`config.mk`:
```
export PLATFORM = sky130hd
export DESIGN_NAME = top_uart
export DESIGN_NICKNAME = d
export VERILOG_FILES = /design/src/rtl/top_uart.sv
export SDC_FILE = /design/constraint.sdc
export NUM_CORES = 1
export LEC_CHECK = 0
export ABC_AREA = 1
export BUFFER_PORTS_ARGS = -buffer_cell sky130_fd_sc_hd__buf_2
export CORE_MARGIN = 2
export CORE_UTILIZATION = 57
export DETAILED_ROUTE_END_ITERATION = 8
export PLACE_DENSITY = 0.77
export SYNTH_ARGS = -nofsm -noshare
export SYNTH_HDL_FRONTEND = slang
export SYNTH_SLANG_ARGS = --single-unit
```
`constraint.sdc`:
```
create_clock -name clk -period 2.05 [get_ports clk]
set_input_delay 0.1025 -clock clk [delete_from_list [all_inputs] [get_ports clk]]
set_output_delay 0.1025 -clock clk [all_outputs]
set_load 0.02 [all_outputs]
```
`src/rtl/top_uart.sv`:
```
// Vital-signs UART telemetry: periodic "HR:ddd SP:ddd\r\n" frames on tx,
// registered threshold alarms on two LEDs, and mute/unmute/force commands on rx.
module top_uart #(
   parameter int CLK_FREQ      = 100_000_000,
   parameter int BAUD          = 9600,
   parameter int TX_GAP_CYCLES = 100_000,
   parameter int HR_LOW        = 50,
   parameter int HR_HIGH       = 120,
   parameter int SPO2_LOW      = 90
) (
   input  logic        clk,
   input  logic        rst_n,
   input  logic [15:0] data_heart_rate,
   input  logic [7:0]  data_spo2,
   input  logic        rx,
   output logic        tx,
   output logic        led_1,
   output logic        led_2
);

   localparam int BIT_DIV  = (CLK_FREQ + BAUD / 2) / BAUD;
   localparam int HALF_DIV = BIT_DIV / 2;
   localparam int BW       = $clog2(BIT_DIV + 1);
   localparam int GW       = $clog2(TX_GAP_CYCLES + 1);
   localparam logic [BW-1:0] BIT_LAST  = BW'(BIT_DIV - 1);
   localparam logic [BW-1:0] HALF_LAST = BW'(HALF_DIV - 1);
   localparam logic [GW-1:0] GAP_LAST  = GW'(TX_GAP_CYCLES - 1);

   typedef enum logic [2:0] {RX_IDLE, RX_START, RX_DATA, RX_STOP, RX_WAIT_HIGH} rx_state_t;
   typedef enum logic [1:0] {TX_GAP, TX_LOAD, TX_SEND, TX_WAIT} tx_state_t;

   logic            rx_meta_q, rx_sync_q;
   rx_state_t       rx_state_q;
   logic [BW-1:0]   rx_cnt_q;
   logic [2:0]      rx_bit_q;
   logic [7:0]      rx_shift_q, rx_byte_q;
   logic            rx_valid_q;

   logic            hr_alarm_q, spo2_alarm_q, mute_q, led_1_q, led_2_q;

   tx_state_t       tx_state_q;
   logic [GW-1:0]   gap_cnt_q;
   logic [4:0]      conv_cnt_q;
   logic [9:0]      hr_rem_q, sp_rem_q;
   logic [3:0]      hr_d2_q, hr_d1_q, sp_d2_q, sp_d1_q;
   logic [3:0]      idx_q;
   logic [8:0]      tx_shift_q;
   logic [3:0]      tx_bit_q;
   logic [BW-1:0]   tx_cnt_q;
   logic            tx_q;

   logic [3:0]      sel_idx_d;
   logic [7:0]      byte_d;
   logic [9:0]      hr_sat_d;
   logic            cmd_force_d;

   assign tx    = tx_q;
   assign led_1 = led_1_q;
   assign led_2 = led_2_q;

   assign hr_sat_d    = (data_heart_rate > 16'd999) ? 10'd999 : data_heart_rate[9:0];
   assign cmd_force_d = rx_valid_q && (rx_byte_q == 8'h52);
   // SEND loads the current byte; WAIT preloads the following one at stop-bit end.
   assign sel_idx_d   = (tx_state_q == TX_SEND) ? idx_q : idx_q + 4'd1;

   always_comb begin
      byte_d = 8'h0A;
      case (sel_idx_d)
         4'd0:    byte_d = 8'h48;
         4'd1:    byte_d = 8'h52;
         4'd2:    byte_d = 8'h3A;
         4'd3:    byte_d = 8'h30 + {4'h0, hr_d2_q};
         4'd4:    byte_d = 8'h30 + {4'h0, hr_d1_q};
         4'd5:    byte_d = 8'h30 + {4'h0, hr_rem_q[3:0]};
         4'd6:    byte_d = 8'h20;
         4'd7:    byte_d = 8'h53;
         4'd8:    byte_d = 8'h50;
         4'd9:    byte_d = 8'h3A;
         4'd10:   byte_d = 8'h30 + {4'h0, sp_d2_q};
         4'd11:   byte_d = 8'h30 + {4'h0, sp_d1_q};
         4'd12:   byte_d = 8'h30 + {4'h0, sp_rem_q[3:0]};
         4'd13:   byte_d = 8'h0D;
         default: byte_d = 8'h0A;
      endcase
   end

   always_ff @(posedge clk or negedge rst_n) begin
      if (!rst_n) begin
         hr_alarm_q   <= 1'b0;
         spo2_alarm_q <= 1'b0;
         mute_q       <= 1'b0;
         led_1_q      <= 1'b0;
         led_2_q      <= 1'b0;
      end else begin
         hr_alarm_q   <= (data_heart_rate < 16'(HR_LOW)) || (data_heart_rate > 16'(HR_HIGH));
         spo2_alarm_q <= data_spo2 < 8'(SPO2_LOW);
         led_1_q      <= hr_alarm_q & ~mute_q;
         led_2_q      <= spo2_alarm_q & ~mute_q;
         if (rx_valid_q && rx_byte_q == 8'h4D) mute_q <= 1'b1;
         else if (rx_valid_q && rx_byte_q == 8'h55) mute_q <= 1'b0;
      end
   end

   always_ff @(posedge clk or negedge rst_n) begin
      if (!rst_n) begin
         rx_meta_q  <= 1'b1;
         rx_sync_q  <= 1'b1;
         rx_state_q <= RX_IDLE;
         rx_cnt_q   <= '0;
         rx_bit_q   <= '0;
         rx_shift_q <= '0;
         rx_byte_q  <= '0;
         rx_valid_q <= 1'b0;
      end else begin
         rx_meta_q  <= rx;
         rx_sync_q  <= rx_meta_q;
         rx_valid_q <= 1'b0;
         case (rx_state_q)
            // IDLE is only entered with the line high, so a low level is a falling edge.
            RX_IDLE: if (!rx_sync_q) begin
               rx_cnt_q   <= '0;
               rx_state_q <= RX_START;
            end
            RX_START: if (rx_cnt_q == HALF_LAST) begin
               rx_cnt_q   <= '0;
               rx_bit_q   <= '0;
               rx_state_q <= rx_sync_q ? RX_IDLE : RX_DATA;
            end else rx_cnt_q <= rx_cnt_q + 1'b1;
            RX_DATA: if (rx_cnt_q == BIT_LAST) begin
               rx_cnt_q   <= '0;
               rx_shift_q <= {rx_sync_q, rx_shift_q[7:1]};
               rx_bit_q   <= rx_bit_q + 3'd1;
               if (rx_bit_q == 3'd7) rx_state_q <= RX_STOP;
            end else rx_cnt_q <= rx_cnt_q + 1'b1;
            RX_STOP: if (rx_cnt_q == BIT_LAST) begin
               rx_cnt_q <= '0;
               if (rx_sync_q) begin
                  rx_valid_q <= 1'b1;
                  rx_byte_q  <= rx_shift_q;
                  rx_state_q <= RX_IDLE;
               end else rx_state_q <= RX_WAIT_HIGH;
            end else rx_cnt_q <= rx_cnt_q + 1'b1;
            RX_WAIT_HIGH: if (rx_sync_q) rx_state_q <= RX_IDLE;
            default: rx_state_q <= RX_IDLE;
         endcase
      end
   end

   always_ff @(posedge clk or negedge rst_n) begin
      if (!rst_n) begin
         tx_state_q <= TX_GAP;
         gap_cnt_q  <= '0;
         conv_cnt_q <= '0;
         hr_rem_q   <= '0;
         sp_rem_q   <= '0;
         hr_d2_q    <= '0;
         hr_d1_q    <= '0;
         sp_d2_q    <= '0;
         sp_d1_q    <= '0;
         idx_q      <= '0;
         tx_shift_q <= '1;
         tx_bit_q   <= '0;
         tx_cnt_q   <= '0;
         tx_q       <= 1'b1;
      end else begin
         case (tx_state_q)
            TX_GAP: if (cmd_force_d || gap_cnt_q == GAP_LAST) begin
               gap_cnt_q  <= '0;
               conv_cnt_q <= '0;
               tx_state_q <= TX_LOAD;
            end else gap_cnt_q <= gap_cnt_q + 1'b1;
            // Cycle 0 samples; cycles 1-9 peel hundreds, 10-18 tens; remainder is ones.
            TX_LOAD: begin
               conv_cnt_q <= conv_cnt_q + 5'd1;
               if (conv_cnt_q == 5'd0) begin
                  hr_rem_q <= hr_sat_d;
                  sp_rem_q <= {2'b00, data_spo2};
                  hr_d2_q  <= '0;
                  hr_d1_q  <= '0;
                  sp_d2_q  <= '0;
                  sp_d1_q  <= '0;
               end else if (conv_cnt_q <= 5'd9) begin
                  if (hr_rem_q >= 10'd100) begin
                     hr_rem_q <= hr_rem_q - 10'd100;
                     hr_d2_q  <= hr_d2_q + 4'd1;
                  end
                  if (sp_rem_q >= 10'd100) begin
                     sp_rem_q <= sp_rem_q - 10'd100;
                     sp_d2_q  <= sp_d2_q + 4'd1;
                  end
               end else if (conv_cnt_q <= 5'd18) begin
                  if (hr_rem_q >= 10'd10) begin
                     hr_rem_q <= hr_rem_q - 10'd10;
                     hr_d1_q  <= hr_d1_q + 4'd1;
                  end
                  if (sp_rem_q >= 10'd10) begin
                     sp_rem_q <= sp_rem_q - 10'd10;
                     sp_d1_q  <= sp_d1_q + 4'd1;
                  end
               end else begin
                  idx_q      <= '0;
                  tx_state_q <= TX_SEND;
               end
            end
            TX_SEND: begin
               tx_shift_q <= {1'b1, byte_d};
               tx_q       <= 1'b0;
               tx_bit_q   <= '0;
               tx_cnt_q   <= '0;
               tx_state_q <= TX_WAIT;
            end
            TX_WAIT: if (tx_cnt_q == BIT_LAST) begin
               tx_cnt_q <= '0;
               if (tx_bit_q == 4'd9) begin
                  if (idx_q == 4'd14) begin
                     gap_cnt_q  <= '0;
                     tx_state_q <= TX_GAP;
                  end else begin
                     idx_q      <= idx_q + 4'd1;
                     tx_shift_q <= {1'b1, byte_d};
                     tx_q       <= 1'b0;
                     tx_bit_q   <= '0;
                  end
               end else begin
                  tx_q       <= tx_shift_q[0];
                  tx_shift_q <= {1'b1, tx_shift_q[8:1]};
                  tx_bit_q   <= tx_bit_q + 4'd1;
               end
            end else tx_cnt_q <= tx_cnt_q + 1'b1;
            default: tx_state_q <= TX_GAP;
         endcase
      end
   end

endmodule

```
==> results of run 1 <==
[layer usage]
layer | wire (um) | GRT usage [%] | share of wire [%]
met5 | 0 | 0 | 0
met4 | 302 | 8.10 | 1.6
met3 | 836 | 5.39 | 4.3
met2 | 9040 | 41.3 | 47
met1 | 9120 | 35.1 | 47
[worst min-delay path, stage by stage]
cell	delay (ns)
buf_2	0.10
a22oi_1	0.08
o21ai_0	0.15
[sequential cells by signal, summed over array words and instances, names as in the netlist, 2 cells and up]
signal	flops
hr_d1_q	4
tx_bit_q	4
sp_rem_q	10
hr_rem_q	10
tx_state_q	2
gap_cnt_q	17
sp_d2_q	4
tx_shift_q	8
tx_cnt_q	14
rx_bit_q	3
rx_byte_q	8
idx_q	4
sp_d1_q	4
rx_cnt_q	14
rx_state_q	3
rx_shift_q	8
conv_cnt_q	5
hr_d2_q	4
[power groups by stage]
stage	registers, uW	logic, uW	clock network (uW)
3_3_place_gp	2720	115	0
4_1_cts	2670	137	2980
3_5_place_dp	2720	118	0
5_1_grt	2670	155	3090
6_report	2670	135	2930
2_1_floorplan	2720	15.2	0
[how the worst max path moves through the flow]
stage | start | endpoint
after global placement | tx_state_q[0] | tx_shift_q[2]
after global routing | idx_q[0] | tx_shift_q[0]
after CTS | idx_q[1] | tx_shift_q[2]
final | idx_q[1] | tx_shift_q[0]
after floorplan | idx_q[0] | tx_shift_q[0]
after detailed placement | tx_state_q[0] | tx_shift_q[2]
[Yosys cell counts, types with 3 or more instances]
library cell	count	area share, %
a31oi_1	5	0.37
nor4_1	13	0.97
nand2_2	5	0.37
buf_4	4	0.36
o21ai_0	97	5.8
nor2_2	6	0.45
nand4_1	32	2.4
nor2_4	6	0.81
nor3_1	30	1.8
nand3_1	79	4.7
a22oi_1	4	0.36
o21ai_1	4	0.24
xnor2_1	3	0.31
o31ai_1	3	0.27
o22ai_1	11	0.82
inv_2	6	0.27
dfstp_2	11	3.4
o21ai_2	4	0.42
inv_1	133	6.0
ha_1	33	4.9
buf_6	3	0.40
and3_1	4	0.30
xor2_1	18	1.9
a21oi_1	40	2.4
o21a_1	3	0.27
or2_2	7	0.52
dfrtp_1	124	37
o211ai_1	6	0.54
a21oi_2	3	0.31
clkbuf_1	8	0.36
nand2_1	273	12
buf_2	8	0.48
nor2_1	128	5.7
[cell type report]
cell class	count	area, sq um
repair buffers	103	771
clock buffers	18	429
clock inverters	14	130
fillers	1168	4570
well taps	184	230
inverters	141	534
flip-flops and latches	135	3390
multi-input cells	838	4430
[cell families (layout without fill, tap and decap cells)]
family          Yosys count  count (layout)  synth area share [%]
flops                   135             135                  40.5
xor+xnor                 22              22                  2.39
simple gates            589             589                  31.0
fa+ha+maj                33              33                  4.92
compound gates          192             192                  13.0
buf+inv                 164             276                  7.97
mux                       2               2                 0.254
[per-stage QoR]
step / worst slack (ns) / setup TNS [ns] / hold slack (ns) / instance area, sq um
6_report: 0.102 / 0 / 0.0393 / 9910
2_1_floorplan: 0.140 / 0 / -0.193 / 8380
4_1_cts: 0.00905 / 0 / 0.0318 / 9770
5_1_grt: -0.0553 / -0.0598 / 0.0704 / 9910
3_3_place_gp: -0.0853 / -0.0853 / 0.0985 / 9050
3_5_place_dp: -0.0218 / -0.0661 / 0.100 / 9050
[timing repair]
item,in CTS,in global routing
endpoints found under the setup margin,9,48
endpoints found under the hold margin,61,0
pin swaps,0,3
buffers inserted,0,6
hold buffers,15,0
resized for setup,3,29
==> results.cfg, run 1 <==
[floorplan]
die_w_um = 125
ios = 30
die_h_um = 125
initial_core_util_pct = 57.9
coreArea_sq_um = 14500
row_count = 44
die_area_sq_um = 15700

[logic_synthesis]
avgSynthCellArea_sq_um = 7.37
synth_edf_count = 0
ys_seq_elements = 135
synthDistinctLibCells = 51
yosysWarnings = 0
synthArstFlopShare_pct = 100
synthFlopType = dfrtp_1
ys_seq_area_share_pct = 40.5
syn_inst = 1137
netlist_area_sq_um = 8380
synth_fp_nets = 1197

[layout]
layout.nets = 1296
utilization_pct = 68.5
drive_above_1_share_pct = 15.9
final_common_cell = nand2_1
fin_cells = 1433
syn2layout_area_growth_pct = 18.2
final_cell_mix = nand2_1 (269), inv_1 (131), dfrtp_1 (123)
antenna_cells = 0

[route]
ant_nets = 0
drc = 0
first_pass_iters = 5
drt_iter0_drc = 471
wl_per_cell_um = 13.5
vias_per_cell = 5.45
vias = 7812
wl_um = 19300

[sta]
slew_viol_final = 0
worst_pin_slew_ns = 0.528
setup_viol = 0
max_slew_margin_pct = 64.8
fin_crit_ns = 1.95
rsz0062_at_grt = yes
fin_skew_ns = 0.00805
max_freq_mhz = 513
layout_worst_path_cycle_share_pct = 95.0
finalHoldViolations = 0

[clock_tree]
cts.clk_slew.worst_paths_ns = 0.07
clkLatencyLatePin_ns = 0.43
numCtsBuffers = 17
cts_buffer_depth = 2
cts_tree = yes
cts.sinks = 135
cts_root_buffer = clkbuf_16
cts_max_level = 4

[setup_path]
reg2reg_to = tx_shift_q[0]
path_cells = ha_1 -> o21ai_4 -> inv_2 -> nor2_2 -> inv_1 -> nor2_2 -> nand2_1 -> nand2_1 -> nor2_1 -> nand2_1 -> nand2_1 -> nand2_1
startpoint_type = flop
critPathSlowestCell = dfrtp_2
r2r_slack_ns = 0.10
cp.arrival_ns = 2.32
crit_top_cell = nand2_1
crit_buf_inv = 2
critical-path-top-delay-family = simple AND/OR/NAND/NOR gates
crit_cells = 12
r2r-start = idx_q[1]
r2r_cells = 12
max_stage_delay_ns = 0.45
path_class = flop to flop
end_kind = flop
worstPathMaxFanout = 7
required_ns = 2.42

[power_and_ir_drop]
switching_share_pct = 24.7
power_uw = 5740
p_leak_uw = 0.00472
power_switching_uw = 1410
intPower_uw = 4320
combPwrFrac_pct = 2.3
pwr-share-seq_pct = 46.6
power.density_nw_per_um2 = 579
max-vdd-ir-drop_v = 0.000612
clock_power_share_pct = 51.1

[grt]
grt_start_max_net_pins = 53
track_usage_pct = 25.7
grt_pass1_vias = 7414
antenna_found_initial = 0
overflow = 0
grt_pass1_wl_um = 33600

[run]
maxCapViolCount = 0

[min_path]
hold_class = input port to flop
hold_path_depth = 3
hp-start = data_spo2[1]
holdPathEnd = sp_rem_q[1]

[place]
dpl.hpwl_um = 13800
dpl.cell_count = 1381
place_congestion = 0.914
port_buffers = 29

[status]
status = completed
Power figures use the tool's default switching activity.
==> inputs of run 2 (changes only) <==
--- a/config.mk
+++ b/config.mk
@@ -6,11 +6,12 @@
 export NUM_CORES = 1
 export LEC_CHECK = 0
 export ABC_AREA = 1
+export ABC_CLOCK_PERIOD_IN_PS = 2350
 export BUFFER_PORTS_ARGS = -buffer_cell sky130_fd_sc_hd__buf_2
 export CORE_MARGIN = 2
-export CORE_UTILIZATION = 57
+export CORE_UTILIZATION = 68
 export DETAILED_ROUTE_END_ITERATION = 8
-export PLACE_DENSITY = 0.77
+export PLACE_DENSITY = 0.86
 export SYNTH_ARGS = -nofsm -noshare
 export SYNTH_HDL_FRONTEND = slang
 export SYNTH_SLANG_ARGS = --single-unit
==> constraint.sdc (replaced) <==
create_clock -name clk -period 2.35 [get_ports clk]
set_input_delay 0.1175 -clock clk [delete_from_list [all_inputs] [get_ports clk]]
set_output_delay 0.1175 -clock clk [all_outputs]
set_load 0.02 [all_outputs]
==> run 2 against run 1 <==
Fmax shrank 9.6%. Non-clock buffer count shrank 42. Wire length grew 3.4%. Hold slack gained 0.016 ns. Count of clock-buffer cells in the layout is the same. Critical path type unchanged. Critical endpoint is now tx_shift_q[2].
==> results.cfg, run 2 (same netlist as run 1, synthesis figures left out) <==
[status]
status = completed

[layout]
final_common_cell = nand2_1
antenna_cells = 0
fillCellCount = 830
layout.nets = 1254
syn2layout_area_growth_pct = 13.3
final_cell_mix = nand2_1 (272), inv_1 (133), nor2_1 (128)
drive_above_1_share_pct = 11.4
largest_register_ffs = 17
largest-register = gap_cnt_q
top_regs = gap_cnt_q (17), rx_cnt_q (14), tx_cnt_q (14)

[grt]
grt_start_max_net_pins = 62
grt_pass1_vias = 7427
track_usage_pct = 31.8
antenna_found_initial = 0
grt_pass1_wl_um = 34100
overflow = 0

[place]
place_congestion = 0.918
port_buffers = 29
pre_cts_slack_ns = 0.121
dpl.hpwl_um = 13300

[power_and_ir_drop]
max-vdd-ir-drop_v = 0.000601
power.density_nw_per_um2 = 546
p_leak_uw = 0.00452

[setup_path]
worstPathMaxFanout = 10
cp.arrival_ns = 2.52
r2r-start = tx_state_q[0]
r2r_cells = 14
startpoint_type = flop
reg2reg_to = tx_shift_q[2]
r2r_slack_ns = 0.20
path_class = flop to flop
end_kind = flop
required_ns = 2.72

[clock_tree]
clkLatencyLatePin_ns = 0.43
cts.sinks = 135
numCtsBuffers = 17
cts_root_buffer = clkbuf_16
cts.clk_slew.worst_paths_ns = 0.07
cts_buffer_depth = 2
cts_tree = yes
cts_max_level = 4
postCtsSetupRepairBufs = 0

[floorplan]
die_w_um = 115
die_h_um = 115
die_area_sq_um = 13200
row_count = 40
initial_core_util_pct = 69.8
coreArea_sq_um = 12000
ios = 30

[route]
vias_per_cell = 5.88
drc = 0
wl_um = 20000
first_pass_iters = 5
vias = 7960
dr_wl_met3_um = 1280
wl_per_cell_um = 14.7
met2_wirelength_um = 9600
met1_length_um = 8750
highest_layer = met4
drt_iter0_drc = 717
ant_nets = 0

[sta]
slew_viol_final = 0
max_freq_mhz = 464
worst_pin_slew_ns = 0.618
setup_viol = 0
max_slew_margin_pct = 58.4
fin_skew_ns = 0.00863
layout_worst_path_cycle_share_pct = 91.7
fin_crit_ns = 2.15
worst_slack_ns = 0.196
finalSetupTns_ns = 0
finalHoldViolations = 0

[min_path]
holdPathEnd = sp_rem_q[1]
hp-start = data_spo2[1]
hold_class = input port to flop
hold_path_depth = 3

[run]
maxCapViolCount = 0
## run 2: changes by cell type in the layout (fill, tap and decap cells not counted), sizes merged
cell / previous run / this run
buf: 89 / 46
inv: 150 / 146
bufinv: 0 / 2
clkinv: 3 / 4
clkinvlp: 2 / 3
dlygate4sd3: 14 / 15
## run 2: layout make-up
cell class                 count  area [sq um]  area share (%)
inverter                     141           534            5.63
tap                          147           184            1.94
clock buffer                  18           439            4.63
timing repair buffer          61           442            4.65
multi-input combinational    838          4340            45.7
clock inverter                14           166            1.75
sequential                   135          3390            35.7
## run 2: per-layer routing
metal  track usage, %  up-vias
met2             52.2      346
met1             42.7     3697
met3             6.91       39
met4             9.48        0
met5                0        -
li1                 -     3878
## run 2: repair_timing
| item | in CTS | in global routing |
|---|---|---|
| hold buffers | 15 | 0 |
| resized for setup | 0 | 4 |
| endpoints found under the setup margin | 0 | 10 |
| hold endpoints to repair | 65 | 0 |
## run 2: where the power goes
part           switching [uW]  internal, uW
logic                    71.6          43.2
clock network            1120          1620
registers                1.98          2330
## run 2: worst max path at each step
stage                     slack, ns       endpoint  cells after the start           from
after global routing         -0.001  tx_shift_q[0]                     14  tx_state_q[0]
final                          0.20  tx_shift_q[2]                     14  tx_state_q[0]
after global placement         0.19  tx_shift_q[0]                     13  tx_state_q[0]
after detailed placement       0.12  tx_shift_q[4]                     11  tx_state_q[0]
after floorplan                0.44  tx_shift_q[0]                     13       idx_q[0]
after CTS                      0.09  tx_shift_q[4]                     11  tx_state_q[0]
## run 2: critical path, stage by stage, from the launching register on
cell and delay, ns:
dfrtp_1 0.40, inv_1 0.12, ha_2 0.35, nand2_1 0.14, o21ai_4 0.13, inv_2 0.11, nor2_1 0.18, inv_1 0.09
nor2_1 0.20, nand2_1 0.07, nand2_1 0.06, nor2_1 0.04, nand2_1 0.08, nand2_1 0.05, nand2_1 0.06
## run 2: per-stage QoR
stage / hold WS [ns] / area, sq um / power, uW / util [%] / instances
6_report: 0.0551 / 9500 / 5190 / 79.1 / 1354
5_1_grt: 0.0484 / 9500 / 5330 / 79.1 / 1354
4_1_cts: 0.0438 / 9480 / 5220 / 78.9 / 1354
3_5_place_dp: 0.125 / 8730 / 2470 / 72.6 / 1307
3_3_place_gp: 0.119 / 8730 / 2470 / 72.6 / 1307
2_1_floorplan: -0.178 / 8380 / 2390 / - / 1137
==> inputs of run 3 (changes only) <==
--- a/config.mk
+++ b/config.mk
@@ -12,6 +12,7 @@
 export CORE_UTILIZATION = 68
 export DETAILED_ROUTE_END_ITERATION = 8
 export PLACE_DENSITY = 0.86
+export RECOVER_POWER = 50
 export SYNTH_ARGS = -nofsm -noshare
 export SYNTH_HDL_FRONTEND = slang
 export SYNTH_SLANG_ARGS = --single-unit
==> run 3 against run 2 <==
The flow now finishes with violations (max-capacitance violations). Cell count unchanged. Combinational power hardly changed. Final area is 0.12% lower. Via count increased by 0.28%. Count of clock-buffer cells in the layout is the same. Global-route usage unchanged. First-iteration DRC count grew 6.0%. Register-to-register slack about the same. Fmax fell by 0.15%. Clock power hardly changed. Hold slack better by 0.00059 ns. Clock skew down 0.00063 ns.
==> results.cfg, run 3 (same netlist as run 1, synthesis figures left out) <==
[status]
status = finished with violations
violations = max-capacitance violations

[setup_path]
path_class = flop to flop
required_ns = 2.72
max_stage_delay_ns = 0.40
crit_buf_inv = 3
cp.arrival_ns = 2.52
r2r_slack_ns = 0.19
crit_top_cell = nand2_1
startpoint_type = flop
r2r_cells = 14
worstPathMaxFanout = 10
critical-path-top-delay-family = simple AND/OR/NAND/NOR gates
path_cells = inv_1 -> ha_2 -> nand2_1 -> o21ai_4 -> inv_2 -> nor2_1 -> inv_1 -> nor2_1 -> nand2_1 -> nand2_1 -> nor2_1 -> nand2_1 -> nand2_1 -> nand2_1
reg2reg_to = tx_shift_q[0]
critPathSlowestCell = dfrtp_1
r2r-start = tx_state_q[0]
end_kind = flop

[sta]
finalSetupTns_ns = 0
max_slew_margin_pct = 0.380
worst_slack_ns = 0.193
finalHoldViolations = 0
slew_viol_final = 0
fin_skew_ns = 0.00800
fin_crit_ns = 2.16
layout_worst_path_cycle_share_pct = 91.8
worst_pin_slew_ns = 1.49
max_freq_mhz = 464
setup_viol = 0

[clock_tree]
cts.clk_slew.worst_paths_ns = 0.07
cts_tree = yes
clkLatencyLatePin_ns = 0.43
cts_max_level = 4
cts_buffer_depth = 2
numCtsBuffers = 17
cts_root_buffer = clkbuf_16
cts.sinks = 135

[layout]
antenna_cells = 0
syn2layout_area_growth_pct = 13.1
layout.nets = 1254
largest_register_ffs = 17
fin_cells = 1354
final_common_cell = nand2_1
final_cell_mix = nand2_1 (272), inv_1 (133), nor2_1 (128)
top_regs = gap_cnt_q (17), rx_cnt_q (14), tx_cnt_q (14)
largest-register = gap_cnt_q
utilization_pct = 79.0
drive_above_1_share_pct = 11.2

[grt]
track_usage_pct = 31.8
overflow = 0
grt_start_max_net_pins = 62
antenna_found_initial = 0
grt_pass1_vias = 7427
grt_pass1_wl_um = 34100

[place]
dpl.cell_count = 1307
pre_cts_slack_ns = 0.121
dpl.hpwl_um = 13300
port_buffers = 29
place_congestion = 0.918

[power_and_ir_drop]
clock_power_share_pct = 52.8
intPower_uw = 3990
combPwrFrac_pct = 2.2
power_uw = 5190
power.density_nw_per_um2 = 547
pwr-share-seq_pct = 45.0
max-vdd-ir-drop_v = 0.000605
p_leak_uw = 0.00452
switching_share_pct = 23.0
power_switching_uw = 1190

[route]
wl_per_cell_um = 14.7
vias_per_cell = 5.90
ant_nets = 0
drc = 0
wl_um = 20000
first_pass_iters = 6
vias = 7982
drt_iter0_drc = 760

[floorplan]
ios = 30
die_w_um = 115
die_h_um = 115
row_count = 40
die_area_sq_um = 13200
initial_core_util_pct = 69.8
coreArea_sq_um = 12000

[min_path]
hold_path_depth = 3
holdPathEnd = sp_rem_q[1]
hold_class = input port to flop
hp-start = data_spo2[1]

[run]
maxCapViolCount = 1
## run 3: cell count changes in the layout (fill, tap and decap cells not counted)
cell	previous run	this run
buf_2	28	26
clkbuf_1	0	2
clkbuf_2	0	2
buf_4	16	15
buf_6	1	0
## run 3: how the worst max path moves through the flow
stage / endpoint / slack, ns / start / cells past startpoint
2_1_floorplan: tx_shift_q[0] / 0.44 / idx_q[0] / 13
3_3_place_gp: tx_shift_q[0] / 0.19 / tx_state_q[0] / 13
3_5_place_dp: tx_shift_q[4] / 0.12 / tx_state_q[0] / 11
4_1_cts: tx_shift_q[4] / 0.09 / tx_state_q[0] / 11
5_1_grt: tx_shift_q[0] / -0.001 / tx_state_q[0] / 14
6_report: tx_shift_q[0] / 0.19 / tx_state_q[0] / 14
## run 3: worst reg2reg max path: stages (launching register included)
cell and delay (ns):
dfrtp_1 0.40, inv_1 0.12, ha_2 0.35, nand2_1 0.14, o21ai_4 0.13, inv_2 0.11
nor2_1 0.19, inv_1 0.10, nor2_1 0.20, nand2_1 0.08, nand2_1 0.07, nor2_1 0.03
nand2_1 0.08, nand2_1 0.05, nand2_1 0.05
## run 3: layout make-up
class                           count  area, sq um
Multi-Input combinational cell    838         4340
Sequential cell                   135         3390
Fill cell                         834         2530
Inverter                          141          534
Clock buffer                       18          439
Timing Repair Buffer               61          430
Tap cell                          147          184
Clock inverter                     14          166
## run 3: what timing repair did
action	CTS	global route
gates resized for setup	0	4
setup buffers	0	0
hold buffers	15	0
setup endpoints to repair	0	10
hold endpoints to repair	65	0
## run 3: power groups by stage
stage / logic [uW] / registers [uW] / clock network [uW]
finish: 113 / 2330 / 2740
global route: 130 / 2330 / 2860
CTS: 117 / 2330 / 2770
detailed placement: 99.9 / 2370 / 0
global placement: 97.8 / 2370 / 0
floorplan: 13.2 / 2380 / 0
## run 3: metrics by stage
stage / cell area, sq um / hold WS [ns]
2_1_floorplan: 8380 / -0.178
5_1_grt: 9480 / 0.0484
4_1_cts: 9480 / 0.0438
3_3_place_gp: 8730 / 0.119
6_report: 9480 / 0.0557
3_5_place_dp: 8730 / 0.125
## run 3: layer usage
| layer | global-route usage [%] | vias up | part of all wire (%) | routed length (um) |
|---|---|---|---|---|
| met3 | 6.91 | 50 | 6.6 | 1330 |
| met4 | 9.48 | 0 | 1.9 | 382 |
| met5 | 0 | - | 0 | 0 |
| met2 | 52.2 | 359 | 48 | 9590 |
| li1 | - | 3878 | - | - |
| met1 | 42.7 | 3695 | 43 | 8670 |
